## src/rtl/axi_lite_cmd_master.sv

```systemverilog
// axi_lite_cmd_master: single-outstanding AXI4-Lite master driven by a valid/ready command port, with a stall watchdog
module axi_lite_cmd_master #(
  parameter int TIMEOUT_CYCLES = 256,
  parameter int CNT_W = 16
) (
  input  logic             m_axi_aclk,
  input  logic             m_axi_areset,
  input  logic             cmd_valid,
  output logic             cmd_ready,
  input  logic             cmd_write,
  input  logic [31:0]      cmd_addr,
  input  logic [31:0]      cmd_wdata,
  input  logic [3:0]       cmd_wstrb,
  output logic             rsp_valid,
  input  logic             rsp_ready,
  output logic [31:0]      rsp_rdata,
  output logic [1:0]       rsp_resp,
  output logic [CNT_W-1:0] rsp_latency,
  output logic             busy,
  output logic             stalled,
  output logic [31:0]      m_axi_awaddr,
  output logic [2:0]       m_axi_awprot,
  output logic             m_axi_awvalid,
  input  logic             m_axi_awready,
  output logic [31:0]      m_axi_wdata,
  output logic [3:0]       m_axi_wstrb,
  output logic             m_axi_wvalid,
  input  logic             m_axi_wready,
  input  logic [1:0]       m_axi_bresp,
  input  logic             m_axi_bvalid,
  output logic             m_axi_bready,
  output logic [31:0]      m_axi_araddr,
  output logic [2:0]       m_axi_arprot,
  output logic             m_axi_arvalid,
  input  logic             m_axi_arready,
  input  logic [31:0]      m_axi_rdata,
  input  logic [1:0]       m_axi_rresp,
  input  logic             m_axi_rvalid,
  output logic             m_axi_rready
);
  typedef enum logic [2:0] {IDLE, WR_REQ, WR_RESP, RD_REQ, RD_RESP, RSP} state_t;
  localparam logic [CNT_W-1:0] TO = CNT_W'(TIMEOUT_CYCLES);
  state_t state, state_nx;
  logic acc, b_hs, r_hs, rsp_hs, inflight;
  logic [CNT_W-1:0] cnt_inc;
  assign acc      = cmd_valid & cmd_ready;
  assign b_hs     = m_axi_bvalid & m_axi_bready;
  assign r_hs     = m_axi_rvalid & m_axi_rready;
  assign rsp_hs   = rsp_valid & rsp_ready;
  assign inflight = state inside {WR_REQ, WR_RESP, RD_REQ, RD_RESP};
  assign cnt_inc  = &rsp_latency ? rsp_latency : rsp_latency + CNT_W'(1);
  assign m_axi_awprot = 3'b000;
  assign m_axi_arprot = 3'b000;
  always_ff @(posedge m_axi_aclk or posedge m_axi_areset)
    if (m_axi_areset) state <= IDLE;
    else state <= state_nx;
  // a cleared valid inside WR_REQ means that channel has already handshaken
  always_comb begin
    state_nx = state;
    case (state)
      IDLE:    state_nx = acc ? (cmd_write ? WR_REQ : RD_REQ) : IDLE;
      WR_REQ:  state_nx = ((~m_axi_awvalid | m_axi_awready) & (~m_axi_wvalid | m_axi_wready)) ? WR_RESP : WR_REQ;
      WR_RESP: state_nx = m_axi_bvalid ? RSP : WR_RESP;
      RD_REQ:  state_nx = m_axi_arready ? RD_RESP : RD_REQ;
      RD_RESP: state_nx = m_axi_rvalid ? RSP : RD_RESP;
      RSP:     state_nx = rsp_ready ? IDLE : RSP;
      default: state_nx = IDLE;
    endcase
  end
  always_comb cmd_ready = state == IDLE;
  always_ff @(posedge m_axi_aclk or posedge m_axi_areset)
    if (m_axi_areset) begin
      m_axi_awaddr  <= '0;
      m_axi_wdata   <= '0;
      m_axi_wstrb   <= '0;
      m_axi_araddr  <= '0;
      m_axi_awvalid <= 1'b0;
      m_axi_wvalid  <= 1'b0;
      m_axi_arvalid <= 1'b0;
      m_axi_bready  <= 1'b0;
      m_axi_rready  <= 1'b0;
      rsp_valid     <= 1'b0;
      rsp_rdata     <= '0;
      rsp_resp      <= '0;
      rsp_latency   <= '0;
      busy          <= 1'b0;
      stalled       <= 1'b0;
    end else begin
      if (acc && cmd_write) begin
        m_axi_awaddr <= cmd_addr & ~32'h3;
        m_axi_wdata  <= cmd_wdata;
        m_axi_wstrb  <= cmd_wstrb;
      end
      if (acc && !cmd_write) m_axi_araddr <= cmd_addr & ~32'h3;
      m_axi_awvalid <= (acc & cmd_write) | (m_axi_awvalid & ~m_axi_awready);
      m_axi_wvalid  <= (acc & cmd_write) | (m_axi_wvalid & ~m_axi_wready);
      m_axi_arvalid <= (acc & ~cmd_write) | (m_axi_arvalid & ~m_axi_arready);
      m_axi_bready  <= state_nx == WR_RESP;
      m_axi_rready  <= state_nx == RD_RESP;
      if (acc) begin
        busy        <= 1'b1;
        stalled     <= 1'b0;
        rsp_latency <= '0;
      end
      if (inflight) begin
        rsp_latency <= cnt_inc;
        if (cnt_inc >= TO) stalled <= 1'b1;
      end
      if (b_hs) begin
        rsp_rdata <= '0;
        rsp_resp  <= m_axi_bresp;
        rsp_valid <= 1'b1;
      end
      if (r_hs) begin
        rsp_rdata <= m_axi_rdata;
        rsp_resp  <= m_axi_rresp;
        rsp_valid <= 1'b1;
      end
      if (rsp_hs) begin
        rsp_valid <= 1'b0;
        busy      <= 1'b0;
      end
    end
endmodule
```

## config.mk

```make
export PLATFORM = sky130hd
export DESIGN_NAME = axi_lite_cmd_master
export DESIGN_NICKNAME = d
export VERILOG_FILES = /design/src/rtl/axi_lite_cmd_master.sv
export SDC_FILE = /design/constraint.sdc
export NUM_CORES = 1
export LEC_CHECK = 0
export BUFFER_PORTS_ARGS = -buffer_cell sky130_fd_sc_hd__buf_2
export CORE_ASPECT_RATIO = 0.9
export CORE_MARGIN = 8
export CORE_UTILIZATION = 35
export DETAILED_ROUTE_END_ITERATION = 16
export MAX_ROUTING_LAYER = met4
export SLEW_MARGIN = 5
export SYNTH_ARGS = -nofsm -noshare
export SYNTH_HDL_FRONTEND = slang
export SYNTH_SLANG_ARGS = --single-unit
```

## constraint.sdc

```tcl
create_clock -name m_axi_aclk -period 10.1 [get_ports m_axi_aclk]
set_input_delay 0 -clock m_axi_aclk [delete_from_list [all_inputs] [get_ports m_axi_aclk]]
set_output_delay 0 -clock m_axi_aclk [all_outputs]
set_load 0.02 [all_outputs]
```

==> results.yml <==
drt:
  drc: 0
  firstDrtPassIters: 5
  drt_iter0_drc: 219
  wl_um: 19000
  wl_per_cell_um: 17.4
  viasPerCell: 4.69
  vias: 5138
  drtAntennaViolNets: 0
status:
  outcome: "complete, no violations"
global_routing:
  grt-ovfl-total: 0
  grt_pass1_wl_um: 30100
  track_usage_pct: 17.2
  grt_pass1_vias: 5801
  grt_max_degree: 81
  antenna_found_initial: 1
synthesis:
  synth_seq_cells: 157
  syn_avg_cell_area_sq_um: 13.8
  synth_area_sq_um: 6390
  ys_warn_count: 0
  yosysSeqAreaShare_pct: 61.4
  async_flop_share_pct: 100
  synth_cell_types: 51
  netlist_instances: 464
  synth_ff_type: "dfrtp_1"
  synth_edf_count: 0
cells_and_area:
  drive_gt1_share_pct: 48.6
  final_area_sq_um: 9570
  fin_nets: 951
  final_core_util_pct: 52.6
  fin_cells: 1095
  syn2layout_area_growth_pct: 49.6
cts:
  path_clk_slew_ns: 0.06
  htreeDepth: 4
  hold_buffers: 108
  ctsResizeCount: 0
  cts_root_buffer: "clkbuf_16"
  cts_tree: "built"
  cts_made_buffers: 17
  postCtsSetupBuffers: 0
  clock_latency_ns: 0.42
  cts_sinks: 157
  cts.path.max_buffers: 2
timing:
  fin_crit_sh_pct: 25.0
  max-slew-margin-rel_pct: 31.8
  fin_ws_ns: 7.57
  fin_skew_ns: 0.0123
  min_period_ns: 2.53
  rsz0062_at_grt: "no"
  setup_tns_ns: 0
  hold_viol: 0
  slew_violations: 0
  worstMarginPinSlew_ns: 1.02
  clock.fmax_mhz: 396
  setup_violations: 0
critical_path:
  cp_slowest_cell: "nor3_2"
  worstSetupPathType: "flip-flop to flip-flop"
  crit_family: "compound AO/OA/AOI/OAI gates"
  path_buf_inv: 1
  cp-endpoint: "stalled"
  r2r-start: "rsp_latency[0]"
  crit_start: "rsp_latency[0]"
  crit_required_ns: 10.40
  rr_worst_depth: 7
  cp_cell_sequence: "ha_1 -> inv_1 -> nor3_2 -> a32oi_1 -> a221oi_2 -> a21oi_1 -> a221o_1"
  setup.worst_path.end_class: "flip-flop"
  worstSetupStartpointType: "flip-flop"
  worstReg2RegEnd: "stalled"
  max_stage_delay_ns: 0.63
  crit_arrival_ns: 2.83
  path_depth: 7
  r2r_slack_ns: 7.57
  path_max_fanout: 11
floorplan:
  rows: 47
  io_pins: 279
  initial_core_util_pct: 35.2
  dieArea_sq_um: 22900
  fp.dieH_um: 144
  fp.coreArea_sq_um: 18200
  fp.dieW_um: 158
power:
  p_leak_uw: 0.00473
  worst_ir_drop_vdd_mv: 0.175
  p_per_area_nw_per_um2: 310
placement:
  place_ws_ns: 7.54
  place_inst: 954
  placed_area_sq_um: 7890
  hpwl_um: 13000
  gp_congestion: 0.834
  io_buffers: 266
worst_hold_path:
  min_from: "m_axi_bvalid"
  hp-class: "primary input to flip-flop"
job:
  drv_cap: 0
==> state kept, by name (all words and copies together) (netlist names) <==
signal,cells
m_axi_bready,1
busy,1
rsp_latency,16
stalled,1
m_axi_wstrb,4
rsp_rdata,32
m_axi_wvalid,1
rsp_resp,2
m_axi_awaddr,30
m_axi_rready,1
m_axi_awvalid,1
m_axi_wdata,32
state,3
rsp_valid,1
m_axi_araddr,30
m_axi_arvalid,1
==> through the flow <==
| step | power, uW | hold slack (ns) |
|---|---|---|
| after global routing | 3140 | 0.0475 |
| after detailed placement | 2310 | 0.174 |
| final | 2970 | 0.0341 |
| after CTS | 3000 | 0.00566 |
| after global placement | 2270 | 0.163 |
| after floorplan | 1860 | 0.0847 |
==> per-layer routing <==
layer  up-vias  track usage, %  wire length, um
li1       2403               -                -
met1      2502            19.4             7830
met2       213            28.3             9140
met3        20            6.42             1800
met4         0            5.16              267
met5         -               -                0
==> tightest hold or removal path: cells and delay by family <==
kind / cells / cell delay, ns
AO/OA/AOI/OAI: 1 / 0.14
buffers and inverters: 1 / 0.13
AND/OR/NAND/NOR: 2 / 0.13
==> worst min-delay path by stage <==
| stage | end | depth (start not counted) | slack [ns] |
|---|---|---|---|
| floorplan | busy | 1 | 0.08 |
| global placement | m_axi_awaddr[18] | 2 | 0.16 |
| detailed placement | rsp_rdata[7] | 2 | 0.17 |
| CTS | m_axi_bready | 4 | 0.006 |
| global route | state[2] | 4 | 0.05 |
| finish | m_axi_bready | 4 | 0.03 |
==> area by class of cell <==
class | count | area, sq um
fillers | 1548 | 8610
flip-flops and latches | 157 | 3930
repair buffers | 378 | 2440
multi-input cells | 276 | 2260
clock buffers | 19 | 443
well taps | 245 | 307
clock inverters | 13 | 150
inverters | 6 | 27.5
diodes | 1 | 2.50
==> cells in the mapped netlist (2+ instances only) <==
master    instances  area share, %
dfrtp_1         157             61
mux2_2           97             17
a22o_1           32            4.4
nand2_1          29            1.7
nor2_1           14           0.82
buf_4            12            1.4
a21oi_1          11           0.86
o21ai_0          11           0.86
buf_2            10           0.78
mux2i_1           9            1.4
nand3_1           9           0.70
clkbuf_1          6           0.35
inv_1             6           0.35
buf_6             5           0.88
a31oi_1           4           0.39
and2_1            4           0.39
nand2b_1          3           0.29
nand4_1           3           0.29
nor3_1            3           0.23
and3_1            2           0.20
and4_1            2           0.27
nand3_2           2           0.31
nor2b_1           2           0.20
nor3b_1           2           0.23
o211ai_1          2           0.23
o21a_1            2           0.23
==> cell usage in the layout (no fill, tap or decap), types with 4 or more instances in the layout <==
cell	instances
buf_2	266
dfrtp_1	157
dlygate4sd3_1	108
mux2_2	97
a22o_1	32
nand2_1	29
clkbuf_16	17
nor2_1	13
o21ai_0	11
a21oi_1	10
conb_1	10
nand3_1	9
mux2i_1	9
inv_1	5
inv_6	5
and2_1	4
a31oi_1	4
clkinv_4	4
buf_4	4
==> report_power, final <==
group / internal [uW] / switching (uW)
clock network: 358 / 278
logic: 503 / 740
registers: 917 / 170
==> cells by family (layout without fill, tap and decap cells) <==
group,Yosys count,in the layout,synth area share [%]
buffers and inverters,40,416,3.84
xor gates and xnor gates,2,2,0.391
muxes,106,106,18.5
AOI/OAI and AO/OA,74,74,8.69
and+or+nand+nor,83,83,6.89
adders and majority gates,1,1,0.196
DFF,157,157,61.4
other,1,11,0.0587
(Power assumes the default switching activity.)
